**src/rtl/fwd_scoreboard.sv**
```systemverilog
// Forwarding and load-use hazard unit for an N-lane in-order pipeline; shadows EX/MEM/WB destinations.
// Optional FWD_FLAG_EN adds N-flag forwarding (id_setf_i, ex_n_i, n_fwd_o, n_arch_o).
module fwd_scoreboard #(
  parameter  int unsigned LANES  = 2,
  parameter  int unsigned REG_AW = 3,
  parameter  int unsigned NSRC   = 2,
  localparam int unsigned SELW   = $clog2(2 * LANES + 1)
) (
  input  logic                          clk,
  input  logic                          rst_n,
  input  logic                          adv_i,
  input  logic                          flush_i,
  input  logic [LANES-1:0]              id_valid_i,
  input  logic [LANES-1:0]              id_wr_i,
  input  logic [LANES-1:0]              id_load_i,
  input  logic [LANES*REG_AW-1:0]       id_rd_i,
  input  logic [LANES*NSRC*REG_AW-1:0]  id_src_i,
  input  logic [LANES*NSRC-1:0]         id_use_i,
  output logic [LANES*NSRC*SELW-1:0]    fwd_sel_o,
  output logic                          stall_o
`ifdef FWD_FLAG_EN
  ,
  input  logic [LANES-1:0]              id_setf_i,
  input  logic [LANES-1:0]              ex_n_i,
  output logic                          n_fwd_o,
  output logic                          n_arch_o
`endif
);

  typedef struct packed {
    logic              v;
    logic              wr;
    logic              ld;
    logic [REG_AW-1:0] rd;
  } dst_t;

  dst_t [LANES-1:0]                        ex_d;
  dst_t [LANES-1:0]                        mem_d;
  logic [LANES-1:0][NSRC-1:0][REG_AW-1:0]  ex_src;
  logic [LANES-1:0][NSRC-1:0]              ex_use;
  logic [LANES-1:0]                        wb_v;
  logic [LANES-1:0]                        wb_wr;
  logic [LANES-1:0][REG_AW-1:0]            wb_rd;

  logic [LANES-1:0][NSRC-1:0][REG_AW-1:0]  id_src_a;
  logic [LANES-1:0][NSRC-1:0]              id_use_a;
  logic [LANES-1:0][REG_AW-1:0]            id_rd_a;
  logic [LANES*NSRC-1:0][SELW-1:0]         sel_c;
  logic                                    stall_c;

  assign id_src_a  = id_src_i;
  assign id_use_a  = id_use_i;
  assign id_rd_a   = id_rd_i;
  assign fwd_sel_o = sel_c;
  assign stall_o   = stall_c;

  // Stage shadow: flush beats advance; a stalled advance injects a bubble into EX.
  always_ff @(posedge clk or negedge rst_n) begin
    if (!rst_n) begin
      ex_d   <= '0;
      mem_d  <= '0;
      ex_src <= '0;
      ex_use <= '0;
      wb_v   <= '0;
      wb_wr  <= '0;
      wb_rd  <= '0;
    end else if (flush_i) begin
      for (int unsigned l = 0; l < LANES; l++) begin
        wb_v[l]    <= mem_d[l].v;
        wb_wr[l]   <= mem_d[l].wr;
        wb_rd[l]   <= mem_d[l].rd;
        ex_d[l].v  <= 1'b0;
        mem_d[l].v <= 1'b0;
      end
    end else if (adv_i) begin
      for (int unsigned l = 0; l < LANES; l++) begin
        wb_v[l]  <= mem_d[l].v;
        wb_wr[l] <= mem_d[l].wr;
        wb_rd[l] <= mem_d[l].rd;
      end
      mem_d <= ex_d;
      if (stall_c) begin
        for (int unsigned l = 0; l < LANES; l++) ex_d[l].v <= 1'b0;
      end else begin
        for (int unsigned l = 0; l < LANES; l++) begin
          ex_d[l].v  <= id_valid_i[l];
          ex_d[l].wr <= id_wr_i[l];
          ex_d[l].ld <= id_load_i[l];
          ex_d[l].rd <= id_rd_a[l];
        end
        ex_src <= id_src_a;
        ex_use <= id_use_a;
      end
    end
  end

  // Bypass select: later loop iterations override, so MEM beats WB and higher lanes win.
  always_comb begin
    sel_c = '0;
    for (int unsigned l = 0; l < LANES; l++) begin
      for (int unsigned s = 0; s < NSRC; s++) begin
        if (ex_d[l].v && ex_use[l][s] && (ex_src[l][s] != '0)) begin
          for (int unsigned k = 0; k < LANES; k++) begin
            if (wb_v[k] && wb_wr[k] && (wb_rd[k] == ex_src[l][s]))
              sel_c[l*NSRC+s] = SELW'(1 + LANES + k);
          end
          for (int unsigned k = 0; k < LANES; k++) begin
            if (mem_d[k].v && mem_d[k].wr && !mem_d[k].ld && (mem_d[k].rd == ex_src[l][s]))
              sel_c[l*NSRC+s] = SELW'(1 + k);
          end
        end
      end
    end
  end

  // Load-use stall: any live ID source that names the destination of a load in EX.
  always_comb begin
    stall_c = 1'b0;
    for (int unsigned i = 0; i < LANES; i++) begin
      for (int unsigned s = 0; s < NSRC; s++) begin
        for (int unsigned e = 0; e < LANES; e++) begin
          if (id_valid_i[i] && id_use_a[i][s] && (id_src_a[i][s] != '0) &&
              ex_d[e].v && ex_d[e].wr && ex_d[e].ld && (ex_d[e].rd == id_src_a[i][s]))
            stall_c = 1'b1;
        end
      end
    end
    if (flush_i) stall_c = 1'b0;
  end

`ifdef FWD_FLAG_EN
  logic [LANES-1:0] ex_setf;
  logic [LANES-1:0] mem_setf;
  logic [LANES-1:0] mem_n;
  logic [LANES-1:0] wb_setf;
  logic [LANES-1:0] wb_n;
  logic             n_arch_q;
  logic             n_fwd_c;

  // Flag shadow follows the destination shadow; architectural N retires from WB.
  always_ff @(posedge clk or negedge rst_n) begin
    if (!rst_n) begin
      ex_setf  <= '0;
      mem_setf <= '0;
      mem_n    <= '0;
      wb_setf  <= '0;
      wb_n     <= '0;
      n_arch_q <= 1'b0;
    end else if (flush_i || adv_i) begin
      for (int unsigned k = 0; k < LANES; k++) begin
        if (wb_v[k] && wb_setf[k]) n_arch_q <= wb_n[k];
      end
      wb_setf <= mem_setf;
      wb_n    <= mem_n;
      if (!flush_i) begin
        mem_setf <= ex_setf;
        mem_n    <= ex_n_i;
        if (!stall_c) ex_setf <= id_setf_i;
      end
    end
  end

  always_comb begin
    n_fwd_c = n_arch_q;
    for (int unsigned k = 0; k < LANES; k++) begin
      if (wb_v[k] && wb_setf[k]) n_fwd_c = wb_n[k];
    end
    for (int unsigned k = 0; k < LANES; k++) begin
      if (mem_d[k].v && mem_setf[k]) n_fwd_c = mem_n[k];
    end
  end

  assign n_fwd_o  = n_fwd_c;
  assign n_arch_o = n_arch_q;
`endif

endmodule

```
**config.mk**
```make
export PLATFORM = sky130hd
export DESIGN_NAME = fwd_scoreboard
export DESIGN_NICKNAME = d
export VERILOG_FILES = /design/src/rtl/fwd_scoreboard.sv
export SDC_FILE = /design/constraint.sdc
export NUM_CORES = 1
export LEC_CHECK = 0
export CAP_MARGIN = 20
export CORE_ASPECT_RATIO = 0.7
export CORE_MARGIN = 2
export CORE_UTILIZATION = 45
export DETAILED_ROUTE_END_ITERATION = 7
export MAX_ROUTING_LAYER = met4
export PLACE_DENSITY_LB_ADDON = 0.12
export SLEW_MARGIN = 20
export SYNTH_ARGS = -nofsm -noshare
export SYNTH_HDL_FRONTEND = slang
export SYNTH_SLANG_ARGS = --single-unit
```
**constraint.sdc**
```tcl
create_clock -name clk -period 3.3 [get_ports clk]
set_input_delay 0.99 -clock clk [delete_from_list [all_inputs] [get_ports clk]]
set_output_delay 0.99 -clock clk [all_outputs]
set_load 0.1 [all_outputs]
```
==> results by group <==
Routing
  • Initial DRC Count: 140
  • Via count: 2269
  • DR DRC count: 0
  • Met2 wire length: 3450 microns
  • DR WL met3: 363 microns
  • Vias per cell: 5.34
  • Final wirelength: 7650 microns
  • Number of detailed-route iterations in the first pass: 4
  • Wire length on met1: 3800 microns
  • Avg WL per Cell: 18.0 microns
  • Final ANT Viol Nets: 0
  • Top Layer Used: met4

Power and ir drop
  • PD cells: 463 mW/mm^2
  • Clock share of power: 23.7%
  • Maximum VDD drop: 0.208 mV
  • Sw frac: 32.9%
  • Net Switching: 632 uW
  • Pwr Total: 1920 uW
  • Gate power share: 27.8%
  • Pleak: 0.00169 uW
  • Int Power: 1290 uW
  • Reg power frac: 48.5%

STA
  • Slack of the critical path: -0.138 ns
  • Fmax: 291 MHz
  • Final worst path period share: 104%
  • Final Hold Viols: 0
  • Unrepaired setup endpoints after global routing: yes
  • Max Slew Vio Count: 0
  • Final setup vio count: 1
  • Least-Margin Pin Slew: 0.658 ns
  • Worst Clk Skew: 0.00929 ns
  • WHS: 0.514 ns
  • Min Tclk post-route: 3.44 ns
  • Slew margin rel.: 55.6%

Setup path
  • CP delay by family, top: simple AND/OR/NAND/NOR gates
  • Most Frequent Cell on Critical Path: buf_4
  • Critical path launch point type: input pin
  • Worst path slowest cell: nor4_2
  • Buf/Inv on CP: 4
  • CP peak stage delay: 0.34 ns
  • Crit. End Element: output port
  • Worst EP arrival: 2.45 ns
  • Crit Path Max Fanout: 3
  • Crit-path cells: buf_4 -> buf_6 -> xor2_2 -> nor4_2 -> buf_4 -> nor3_2 -> nor2_2 -> nor3_4 -> nor2_4 -> buf_12
  • Crit Path Class: in -> out
  • Required time worst endpoint: 2.31 ns

Finish
  • P&R area growth vs syn: 31.6%
  • Most common cell after layout, fill and taps aside: dfrtp_1
  • Nets: 362
  • Layout cell share with drive strength beyond 1: 40.5%
  • Ant diodes: 0
  • Fill cells: 559
  • Design area: 0.00415 sq mm
  • Commonest cells after routing, fill and taps aside: dfrtp_1, xnor2_1, buf_4, xor2_1, mux2_2
  • Layout Cells excl Fill: 425

Synthesis
  • Synthesis-stage register bit count: 50
  • Post-synthesis cell count: 284
  • Synth Cell Area: 0.00315 sq mm
  • Syn Nets: 316
  • Area share of the largest cell type after synthesis: 39.7%
  • Yosys cell types: 31
  • Post-synthesis sequential area ratio: 39.7%
  • Biggest area consumer among synthesized cells: dfrtp_1
  • Synth area leaders: dfrtp_1, xnor2_1, mux2_4, mux2_2, xor2_1
  • Yosys warning total: 0
  • Syn avg cell area: 11.1 sq um

Global routing
  • Initial antenna violation count: 0
  • GR Overflow Total: 0
  • Gr usage total: 21.9%
  • First-pass GRT wire length: 12700 microns
  • Largest net degree at the start of global routing: 51
  • Vias in the first global route: 2309

Die
  • Core area: 0.00676 sq mm
  • # IOs: 45
  • Die H: 74.0 microns
  • Rows: 25
  • Chip Width: 104 microns
  • Die Area: 0.00770 sq mm
  • Initial Util: 46.6%

Clock tree
  • CTS tree: built
  • CTS Root Cell: clkbuf_8
  • CTS H-tree lvls: 2
  • Hold_buf cts: 0
  • Clock transition at path regs: 0.09 ns
  • Clock Latency Late Sink: 0.30 ns
  • CTS sink cnt: 50
  • CTS buffer count: 5
  • Clk buf depth: 2

Outcome
  • Violated checks: setup timing
  • Status: finished with violations

Placed design
  • Port Buffer Count: 44
  • Dpl ws: -0.626 ns
  • Placed cell count: 417
  • Placer Congestion: 0.799
  • Post-DP Area: 0.00392 sq mm
  • Detailed Place HPWL: 5740 microns

Hold path
  • Hold/Removal Path Class: reg -> reg

Job
  • Max-cap violations: 0
-- area by class of cell --
class,count,area [sq um],share of cell area [%]
Timing Repair Buffer,74,766,18.5
Sequential cell,50,1250,30.2
Clock inverter,3,48.8,1.18
Tap cell,94,118,2.83
Clock buffer,5,68.8,1.66
Multi-Input combinational cell,199,1900,45.7
-- cell families (layout without fill, tap and decap cells) --
kind of cell	count (synthesis)	count (layout)	share of synthesized area, %
xor+xnor	72	72	20.0
simple gates	59	59	10.6
flops	50	50	39.7
mux	48	48	19.5
buf+inv	35	82	5.68
compound gates	20	20	4.57
-- worst reg2reg max path, cell delays in order, from the launching register on --
cell and delay (ns):
dfrtp_1 0.59, xor2_2 0.19, nor4_2 0.06, buf_4 0.14, nor3_2 0.18, nor2_2 0.07, or4b_1 0.56, buf_4 0.25
mux2_4 0.32
-- repair_timing --
action,4_1_cts,5_1_grt
pin swaps,7,14
setup endpoints to repair,1,1
buffers inserted,1,1
resized for setup,26,42
-- state kept, by name (all words and copies together), names as in the netlist --
signal	cells
ex_d	12
mem_d	12
wb_wr	2
wb_v	2
ex_src	12
ex_use	4
wb_rd	6
-- per-layer routing --
layer  vias to the layer above  GRT usage [%]
met5                         -              -
met4                         0           3.45
met3                         2           4.21
met2                        54           33.7
met1                      1146           31.0
li1                       1067              -
-- cell usage after synthesis, drive strengths merged --
master / n
dfrtp: 50
mux2: 46
xnor2: 40
xor2: 32
clkbuf: 23
buf: 12
nand4: 12
nor4: 10
a21oi: 8
nand2: 8
nand3: 7
nor2: 7
o311ai: 7
nand2b: 4
nor3b: 4
nor3: 3
a32o: 2
mux2i: 2
and2: 1
nor2b: 1
o211ai: 1
o21ai: 1
o311a: 1
or4: 1
or4b: 1
-- worst paths after layout --
path,startpoint,to,slack (ns),cells after the start
max,id_src_i[11],stall_o,-0.14,10
min,wb_wr[1],wb_wr[1],0.51,1
max reg2reg,ex_d[6],ex_d[2],0.82,8
min reg2reg,wb_wr[1],wb_wr[1],0.51,1
max in group asynchronous,rst_n,wb_v[0],2.09,2
min in group asynchronous,rst_n,ex_d[3],0.78,2
-- stage by stage --
step                      util [%]  setup TNS, ns
after floorplan                  -         -0.372
after global placement        58.0          -6.12
after detailed placement      58.0          -6.20
after CTS                     60.4         -0.401
after global routing          61.4         -0.218
final                         61.4         -0.138
-- power by group through the flow --
stage / clock [uW] / sequential [uW] / combinational, uW
detailed placement: 0 / 940 / 517
finish: 455 / 932 / 534
global route: 498 / 950 / 583
floorplan: 0 / 760 / 542
global placement: 0 / 936 / 496
CTS: 468 / 928 / 526
(Power assumes the default switching activity.)
